**src/rtl/lcd_pkg.sv**
```systemverilog
// Shared definitions for the LCD frame capture block: default geometry,
// counter/address widths, FSM state encoding and the mono luma helper.
package lcd_pkg;

    localparam int H_ACTIVE_DEF = 480;
    localparam int V_ACTIVE_DEF = 272;
    localparam int ADDR_W       = 16;
    localparam int CNT_W        = 9;
    localparam int LUMA_W       = 8;

    typedef enum logic [2:0] {
        S_IDLE,
        S_WAIT_VS,
        S_WAIT_DE,
        S_ACTIVE,
        S_DONE
    } state_t;

    // 2*R + G + 2*B on RGB565 tops out at 187, so 8 bits never overflow.
    function automatic logic [LUMA_W-1:0] luma8(input logic [4:0] r,
                                                input logic [5:0] g,
                                                input logic [4:0] b);
        return {2'b00, r, 1'b0} + {2'b00, g} + {2'b00, b, 1'b0};
    endfunction

endpackage

```
**src/rtl/sync_edge.sv**
```systemverilog
// Registers one sync-style input, normalises it to "active = 1" using POL,
// and flags the cycles where it becomes active (rise) or inactive (fall).
module sync_edge #(
    parameter bit POL = 1'b1
) (
    input  logic clk,
    input  logic rst_n,
    input  logic din,
    output logic level,
    output logic rise,
    output logic fall
);

    logic prev;

    always_ff @(posedge clk) begin
        if (!rst_n) begin
            level <= 1'b0;
            prev  <= 1'b0;
        end else begin
            level <= (din == POL);
            prev  <= level;
        end
    end

    assign rise = level & ~prev;
    assign fall = ~level & prev;

endmodule

```
**src/rtl/lcd_capture.sv**
```systemverilog
// Captures one complete RGB565 frame from a DE/HS/VS LCD bus into a 1-bit
// framebuffer at half horizontal resolution (every even pixel, first 256 lines).
module lcd_capture
    import lcd_pkg::*;
#(
    parameter int H_ACTIVE = H_ACTIVE_DEF,
    parameter int V_ACTIVE = V_ACTIVE_DEF,
    parameter int THRESH   = 94,
    parameter int SYNC_POL = 0
) (
    input  logic              i_clk,
    input  logic              i_rst_n,
    input  logic              i_arm,
    input  logic              i_hsync,
    input  logic              i_vsync,
    input  logic              i_den,
    input  logic [4:0]        i_r,
    input  logic [5:0]        i_g,
    input  logic [4:0]        i_b,
    output logic              o_we,
    output logic [ADDR_W-1:0] o_waddr,
    output logic              o_wdata,
    output logic              o_busy,
    output logic              o_frame_done,
    output logic              o_err_line,
    output logic              o_err_frame,
    output logic [2:0]        o_dbg_state
);

    localparam logic [CNT_W-1:0]  X_END   = CNT_W'(H_ACTIVE);
    localparam logic [CNT_W-1:0]  Y_END   = CNT_W'(V_ACTIVE);
    localparam logic [CNT_W-1:0]  CNT_MAX = '1;
    localparam logic [LUMA_W-1:0] LUMA_TH = LUMA_W'(THRESH);

    state_t           state;
    logic [CNT_W-1:0] x, y;
    logic [CNT_W-1:0] x_inc, y_inc, y_end_chk;
    logic [4:0]       r_q, b_q;
    logic [5:0]       g_q;
    logic             hs_q;
    logic             den_lvl, den_rise, den_fall;
    logic             vs_lvl, vs_act, vs_fall;
    logic             wr, white;

    always_ff @(posedge i_clk) begin
        if (!i_rst_n) begin
            r_q  <= '0;
            g_q  <= '0;
            b_q  <= '0;
            hs_q <= 1'b0;
        end else begin
            r_q  <= i_r;
            g_q  <= i_g;
            b_q  <= i_b;
            hs_q <= i_hsync;
        end
    end

    sync_edge #(.POL(1'b1)) u_den (
        .clk   (i_clk),
        .rst_n (i_rst_n),
        .din   (i_den),
        .level (den_lvl),
        .rise  (den_rise),
        .fall  (den_fall)
    );

    sync_edge #(.POL(SYNC_POL != 0)) u_vs (
        .clk   (i_clk),
        .rst_n (i_rst_n),
        .din   (i_vsync),
        .level (vs_lvl),
        .rise  (vs_act),
        .fall  (vs_fall)
    );

    // hsync is sampled for observability only; line timing comes from DEN.
    logic unused_ok;
    assign unused_ok = ^{hs_q, vs_lvl, vs_fall};

    assign x_inc     = (x == CNT_MAX) ? x : x + 1'b1;
    assign y_inc     = (y == CNT_MAX) ? y : y + 1'b1;
    assign y_end_chk = den_fall ? y_inc : y;
    assign white     = luma8(r_q, g_q, b_q) >= LUMA_TH;

    // The first pixel of a frame is taken in WAIT_DE, on the same cycle the FSM enters ACTIVE.
    assign wr = den_lvl && !x[0] && !y[CNT_W-1] &&
                ((state == S_ACTIVE) || (state == S_WAIT_DE && den_rise && !vs_act));

    assign o_dbg_state = state;

    always_ff @(posedge i_clk) begin
        if (!i_rst_n) begin
            state        <= S_IDLE;
            x            <= '0;
            y            <= '0;
            o_we         <= 1'b0;
            o_waddr      <= '0;
            o_wdata      <= 1'b0;
            o_busy       <= 1'b0;
            o_frame_done <= 1'b0;
            o_err_line   <= 1'b0;
            o_err_frame  <= 1'b0;
        end else begin
            o_we         <= wr;
            o_frame_done <= 1'b0;
            if (wr) begin
                o_waddr <= {y[7:0], x[CNT_W-1:1]};
                o_wdata <= white;
            end
            case (state)
                S_IDLE: begin
                    if (i_arm) begin
                        state       <= S_WAIT_VS;
                        o_busy      <= 1'b1;
                        o_err_line  <= 1'b0;
                        o_err_frame <= 1'b0;
                        x           <= '0;
                        y           <= '0;
                    end
                end
                S_WAIT_VS: begin
                    if (vs_act) state <= S_WAIT_DE;
                end
                S_WAIT_DE: begin
                    if (vs_act) begin
                        x <= '0;
                        y <= '0;
                    end else if (den_rise) begin
                        state <= S_ACTIVE;
                        x     <= x_inc;
                    end
                end
                S_ACTIVE: begin
                    if (den_lvl) begin
                        x <= x_inc;
                    end else if (den_fall) begin
                        x <= '0;
                        y <= y_inc;
                        if (x != X_END) o_err_line <= 1'b1;
                    end
                    // y_end_chk folds in a line that ends on this same cycle.
                    if (vs_act) begin
                        state        <= S_DONE;
                        o_busy       <= 1'b0;
                        o_frame_done <= 1'b1;
                        if (y_end_chk != Y_END) o_err_frame <= 1'b1;
                    end
                end
                S_DONE: begin
                    state <= S_IDLE;
                end
                default: begin
                    state  <= S_IDLE;
                    o_busy <= 1'b0;
                end
            endcase
        end
    end

endmodule

```
**config.mk**
```make
export PLATFORM = sky130hd
export DESIGN_NAME = lcd_capture
export DESIGN_NICKNAME = d
export VERILOG_FILES = /design/src/rtl/lcd_pkg.sv /design/src/rtl/sync_edge.sv /design/src/rtl/lcd_capture.sv
export SDC_FILE = /design/constraint.sdc
export NUM_CORES = 1
export LEC_CHECK = 0
export BUFFER_PORTS_ARGS = -buffer_cell sky130_fd_sc_hd__clkbuf_2
export CAP_MARGIN = 5
export CORE_MARGIN = 10
export CORE_UTILIZATION = 56
export DETAILED_ROUTE_END_ITERATION = 6
export PLACE_DENSITY_LB_ADDON = 0.12
export SETUP_SLACK_MARGIN = 0.02
export SLEW_MARGIN = 40
export SYNTH_ARGS = -nofsm -noshare
export SYNTH_HDL_FRONTEND = slang
export SYNTH_HIERARCHICAL = 1
export SYNTH_SLANG_ARGS = --single-unit
```
**constraint.sdc**
```tcl
create_clock -name i_clk -period 2.7 [get_ports i_clk]
set_input_delay 0.27 -clock i_clk [delete_from_list [all_inputs] [get_ports i_clk]]
set_output_delay 0.27 -clock i_clk [all_outputs]
set_load 0.03 [all_outputs]
```
# --- Yosys cells after proc, flatten, opt, wreduce, memory -nomap -nowiden ---
# Cells that the tools add are included.
# Widths: inputs -> output; s select.
word_totals:
  ff_bits: 63
  input_bits: 22
  out_inout_bits: 25
  word_cells: 100
op_classes:
  n_addsub: 4
  order_cmp: 1
  n_eq_ne: 20
  muxes: 30
  bitwise: 8
  reduce_logical: 20
ops:
  columns: ["op", "count"]
  rows:
  - ["$mux 9", 10]
  - ["$pmux 9 s3", 2]
  - ["$add 9x1->9 const B", 2]
  - ["$eq 9x9->1 const B", 2]
  - ["$ne 9x9->1 const B", 2]
  - ["$ne 2x2->1 const B", 8]
  - ["$mux 3", 5]
  - ["$pmux 3 s4", 1]
  - ["$reduce_and 4->1", 3]
  - ["$reduce_and 5->1", 2]
  - ["$mux 1", 9]
  - ["$add 7x6->8", 1]
  - ["$ge 8x7->1 const B", 1]
  - ["$add 6x6->7", 1]
  - ["$eq 3x2->1 const B", 2]
  - ["$logic_and 1x1->1", 5]
  - ["$not 1->1", 5]
  - ["$ne 2x1->1 const B", 2]
  - ["$pmux 1 s2", 2]
  - ["$and 1x1->1", 3]
  - ["$eq 3x1->1 const B", 1]
  - ["$eq 3x3->1 const B", 1]
  - ["$logic_not 1->1", 3]
  - ["$logic_not 3->1", 1]
  - ["9 further kinds", 9]

# --- Depth between registers and ports, before layout ---
# Gate-level depths: netlist of the first run.
depth:
  word_depth: 7
  depth_mapped: 8
  depth_no_buf: 8

# --- Hierarchy ---
# The synthesis of the first run kept the hierarchy.
by_module_without_submodules:
  columns: ["mod", "instances", "cells_per_inst", "area_per_inst_um2", "seq_area_each_um2"]
  rows:
  - ["lcd_capture", 1, 322, 2839.0, 1161.1]
  - ["sync_edge", 2, 6, 65.1, 40.0]

# --- Worst setup path before layout of the first run ---
# Ideal clock, no wire load.
synth_timing:
  path_type: "register -> register"
  startpoint: "reg r_q[2]"
  endpoint: "reg o_wdata"
  setup_time_ns: 0.125
  arrival_ns: 2.324
  t_required_ns: 2.575
  path_slack_ns: 0.251
  stages_incl_launch_ff: 8
  path_buffers: 0
  synth_period_minus_slack_ns: 2.449
  cell_sequence: "dfxtp_1 > fa_1 > ha_1 > a21o_1 > a21oi_1 > or4b_2 > a31oi_1 > o41ai_1"
synth_between:
  elab_chain_len: 3
synth_rtl:
  columns: ["item", "line", "source"]
  rows:
  - ["from (decl)", "lcd_capture.sv:38", "logic [4:0] r_q, b_q;"]
  - ["from (signal assigned)", "lcd_capture.sv:52", "r_q <= i_r;"]
  - ["$add 6x6->7", "lcd_pkg.sv:23", "return {2'b00, r, 1'b0} + {2'b00, g} + {2'b00, b, 1'b0};"]
  - ["$add 7x6->8", "lcd_pkg.sv:23", null]
  - ["$ge 8x7->1", "lcd_capture.sv:84", "assign white = luma8(r_q, g_q, b_q) >= LUMA_TH;"]
  - ["to (signal assigned)", "lcd_capture.sv:109", "o_wdata <= white;"]
  - ["to (decl)", "lcd_capture.sv:22", "output logic o_wdata,"]
# No other way between the ends.
# A chain may end at the register's enable or synchronous reset.

# --- Worst setup path in the final report of the first run ---
# Ends and elaborated chain as after synthesis.

==> impl_metrics.toml, run 1 <==
[route]
drc = 0
avgRoutedWirePerCell_um = 13.92
drt_iter0_markers = 178
vias = 2471
ant_nets = 0
first_pass_iters = 4
vias_per_cell = 5.516
routed_wl_um = 6235

[pwr]
cellPowerDensity_nw_per_um2 = 537.3
peakVddDrop_mv = 0.3246
leakagePower_nw = 1.465
power_mw = 1.828

[floorplanning]
die-area_um2 = 8600
rows = 26
die_x_um = 92.74
die_h_um = 92.74
core_um2 = 5107
start_util_pct = 58.01
ioPinCount = 47

[clock_tree]
clk_latency_ps = 340
cts_root_buf = "clkbuf_8"
postCtsSetupBuffers = 0
clkSlewWorstSetupHoldPaths_ps = 60
cts_hold_buf = 0
cts_resized = 0
cts_buffers = 9
cts_max_level = 3
cts_buffer_depth = 2
clock_sinks = 62
cts_tree = "done"

[layout]
n_antenna_cell = 0
drive_gt1_share_pct = 20.90
area.growth.synth_to_final_pct = 14.82
finish.utilization_pct = 66.61
final_area_um2 = 3402
layout.nets = 411
fillers = 455

[sta]
fin_crit_ps = 2533
rsz0062_at_grt = "false"
finalClockSkew_ps = 9.497
worst_slew_pin_slew_ps = 744.4
slew_violations = 0
setup_viol = 0
fin_crit_sh_pct = 93.82
fin_setup_tns_ps = 0
fmax_mhz = 394.8
holdWs_ps = 85.18
slew_headroom_pct = 50.07
finalHoldViolations = 0

[place]
dp_hpwl_um = 4412
io_buffers = 44
place_congestion = 0.8482
placed_area_um2 = 3241

[global_routing]
grt_usage_pct = 15.20
grt_max_degree = 30
grt_antenna_before_repair = 0
grt_pass1_vias = 2340
grt_pass1_wl_um = 10720
overflow = 0

[min_path]
min_path_type = "primary input to flip-flop"

[flow_run]
drv_cap = 0

[run_status]
outcome = "finished, final reports clean"

[worst_setup_path]
crit_type = "flip-flop to flip-flop"
startpoint_type = "flip-flop"
crit_arrival_ps = 2730
worstSetupEndpointType = "flip-flop"
crit_fanout = 2
worst-endpoint-required_ps = 2900

[synth]
netlist_instances = 333
synth.avg_cell_area_um2 = 8.897
synth_area_um2 = 2963
synth_nets = 368
yosysWarnings = 6
## metal layers
metal  global-route usage, %  up-vias  routed length, um
li1                        -     1250                  -
met1                   18.43     1146               2872
met2                   24.12       65               2870
met3                   5.650       10                408
met4                   5.527        0                 84
met5                       0        -                  0
## path summary, 6_finish.rpt
| check | from | endpoint | slack [ps] | depth (start not counted) |
|---|---|---|---|---|
| worst max-delay path | r_q[2]$_SDFF_PN0_ | o_wdata$_SDFFE_PN0P_ | 170 | 7 |
| worst min-delay path | i_vsync | u_vs/level$_SDFF_PN0_ | 90 | 2 |
| worst max register to register | r_q[2]$_SDFF_PN0_ | o_wdata$_SDFFE_PN0P_ | 170 | 7 |
| worst min register to register | u_vs/level$_SDFF_PN0_ | u_vs/prev$_SDFF_PN0_ | 450 | 1 |
## registers in the layout (all words and copies together), names as in the netlist, 3 cells and up
| signal | flops |
|---|---|
| g_q | 5 |
| o_waddr | 16 |
| x | 9 |
| r_q | 5 |
| y | 9 |
| o_dbg_state | 3 |
| b_q | 5 |
## per-stage QoR
| step | setup slack (ps) | cells |
|---|---|---|
| after detailed placement | 174.2 | 435 |
| after floorplan | 250.7 | 333 |
| after global placement | 217.6 | 435 |
| after global routing | 76.85 | 448 |
| after CTS | 155.9 | 448 |
| final | 166.8 | 448 |
## placed cells by master (no fill, tap or decap), types with 2 or more instances in the layout
cell type and n:
clkbuf_8 11, nor2_1 44, a21oi_1 20, mux2i_1 17, o31ai_1 2, clkbuf_2 44, and4_1 2, a31oi_1 8
and2_1 19, nand2_1 19, fa_1 6, nor2b_1 5, xnor2_1 6, nor3b_1 2, ha_1 7, a2111oi_0 2
o21ai_0 11, and3_1 2, inv_1 11, nand3b_1 4, nor3_1 8, nand3_1 14, a41oi_1 2, clkinv_2 2
inv_2 2, or4b_2 2, a31o_2 2, o221a_2 3, nor4_1 4, buf_4 8, nand4_1 4, dfxtp_1 62
## final cells by class
type | count | area, um^2 | share of cell area [%]
timing repair buffer | 52 | 280.3 | 8.238
inverter | 14 | 52.55 | 1.545
sequential | 62 | 1241 | 36.48
tap | 70 | 87.58 | 2.574
clock buffer | 11 | 151.4 | 4.450
multi-input combinational | 237 | 1579 | 46.41
clock inverter | 2 | 10.01 | 0.2942
## worst max-delay path, stage by stage, from the launching register on
cell     delay (ps)
dfxtp_1         310
fa_1            530
ha_1            320
a21o_1          160
a21oi_1         190
or4b_2          600
a31oi_1         210
o41ai_1          90
## report_power, final
group	switching [mW]	total (mW)	internal [mW]
Clock	0.323	0.687	0.364
Combinational	0.105	0.184	0.0788
Sequential	0.0195	0.957	0.937
Power figures use the tool's default switching activity.
==> run 2, diff against run 1 <==
--- a/config.mk
+++ b/config.mk
@@ -7,6 +7,7 @@
 export LEC_CHECK = 0
 export BUFFER_PORTS_ARGS = -buffer_cell sky130_fd_sc_hd__clkbuf_2
 export CAP_MARGIN = 5
+export CORE_ASPECT_RATIO = 0.7
 export CORE_MARGIN = 10
 export CORE_UTILIZATION = 56
 export DETAILED_ROUTE_END_ITERATION = 6
==> run 2 against run 1 <==
Compared with the run above:
- sequential share of layout area down 0.094 points
- register-to-register slack about the same
- combinational power up 2%
==> impl_metrics.toml, run 2 (same netlist as run 1, synthesis figures left out) <==
[run_status]
outcome = "finished, final reports clean"

[worst_setup_path]
worst-endpoint-required_ps = 2890
startpoint_type = "flip-flop"
worstSetupEndpointType = "flip-flop"
r2r_start = "r_q[2]$_SDFF_PN0_"
crit_arrival_ps = 2720
crit_type = "flip-flop to flip-flop"
cp-startpoint = "r_q[2]$_SDFF_PN0_"
crit_fanout = 2

[sta]
finalHoldViolations = 0
fin_setup_tns_ps = 0
fin_crit_sh_pct = 93.53
slew_violations = 0
slew_headroom_pct = 45.88
worst_slew_pin_slew_ps = 810.9
fmax_mhz = 396.0
finalClockSkew_ps = 7.090
setup_viol = 0
fin_crit_ps = 2525
rsz0062_at_grt = "false"

[place]
placed_area_um2 = 3243
dp_hpwl_um = 4709
dpl.cell_count = 437
place_congestion = 0.8647
io_buffers = 44

[layout]
layout_commonest_cell = "dfxtp_1"
final_area_um2 = 3411
layout.nets = 411
drive_gt1_share_pct = 21.00
fin_cells = 453
finish.utilization_pct = 65.91
top_regs = "o_waddr: 16 flops, x: 9 flops, y: 9 flops"
mostFrequentLayoutCells = "dfxtp_1, nor2_1, clkbuf_2"
top_register = "o_waddr"
area.growth.synth_to_final_pct = 15.12
largest_reg_flops = 16
n_antenna_cell = 0

[global_routing]
globalRouteMet3Util_pct = 6.719
grt_pass1_wl_um = 11160
grt_antenna_before_repair = 0
grt_max_degree = 30
grt_usage_pct = 15.87
grt_util_met1_pct = 20.50
busiest_layer = "met2"
use_met2_pct = 23.75
grt_pass1_vias = 2363
overflow = 0

[pwr]
peakVddDrop_mv = 0.3547
leakagePower_nw = 1.468
cellPowerDensity_nw_per_um2 = 538.7
power_mw = 1.838

[route]
drc = 0
drt_iter0_markers = 109
vias_per_cell = 5.408
avgRoutedWirePerCell_um = 14.37
first_pass_iters = 4
vias = 2450
routed_wl_um = 6510
ant_nets = 0

[floorplanning]
core_um2 = 5175
die-area_um2 = 8647
die_x_um = 106.9
die_h_um = 80.86
start_util_pct = 57.25
ioPinCount = 47
rows = 22

[clock_tree]
cts_hold_buf = 0
clkSlewWorstSetupHoldPaths_ps = 70
cts_root_buf = "clkbuf_8"
clock_sinks = 62
cts_resized = 0
clk_latency_ps = 330
cts_tree = "done"
cts_buffer_depth = 2
cts_buffers = 9
postCtsSetupBuffers = 0
cts_max_level = 3

[flow_run]
drv_cap = 0

[min_path]
min-delay-start = "i_vsync"
min_path_type = "primary input to flip-flop"
==> run 2: cell count changes in the layout (fill, tap and decap cells not counted) <==
cell | previous run | this run
clkinv_1 | 1 | 0
clkbuf_8 | 11 | 10
clkbuf_1 | 0 | 2
clkinvlp_4 | 0 | 1
clkinv_2 | 2 | 3
inv_1 | 11 | 12
==> run 2: stage by stage <==
stage | setup slack, ps | hold WS, ps
2_1_floorplan | 250.7 | 341.6
3_3_place_gp | 225.2 | 426.5
3_5_place_dp | 186.3 | 431.6
4_1_cts | 170.4 | 69.34
5_1_grt | 43.18 | 71.98
6_report | 174.7 | 81.90
==> run 2: path summary, 6_finish.rpt <==
kind / end / slack [ps] / cells after the start
max: o_wdata$_SDFFE_PN0P_ / 170 / 7
min: u_vs/level$_SDFF_PN0_ / 80 / 2
max reg2reg: o_wdata$_SDFFE_PN0P_ / 170 / 7
min reg2reg: u_vs/prev$_SDFF_PN0_ / 450 / 1
==> run 2: worst max-delay path: stages (launching register included) <==
cell     delay [ps]
dfxtp_1         320
fa_1            520
ha_1            310
a21o_1          150
a21oi_1         190
or4b_2          600
a31oi_1         200
o41ai_1          90
==> run 2: power by group <==
part           switching (mW)  total, mW  internal [mW]
clock network           0.340      0.693          0.353
registers              0.0196      0.956          0.937
logic                   0.108      0.188         0.0793
total                   0.468       1.84           1.37
==> run 2: layer usage <==
| layer | vias up | wire [um] |
|---|---|---|
| li1 | 1254 | - |
| met1 | 1127 | 3242 |
| met2 | 65 | 2785 |
| met3 | 4 | 446 |
| met4 | 0 | 36 |
| met5 | - | 0 |
==> run 2: layout make-up <==
cell class / count / area [um^2]
Clock inverter: 4 / 22.52
Sequential cell: 62 / 1241
Inverter: 14 / 52.55
Fill cell: 462 / 1764
Clock buffer: 12 / 145.1
Timing Repair Buffer: 52 / 280.3
Multi-Input combinational cell: 237 / 1579
Tap cell: 72 / 90.09
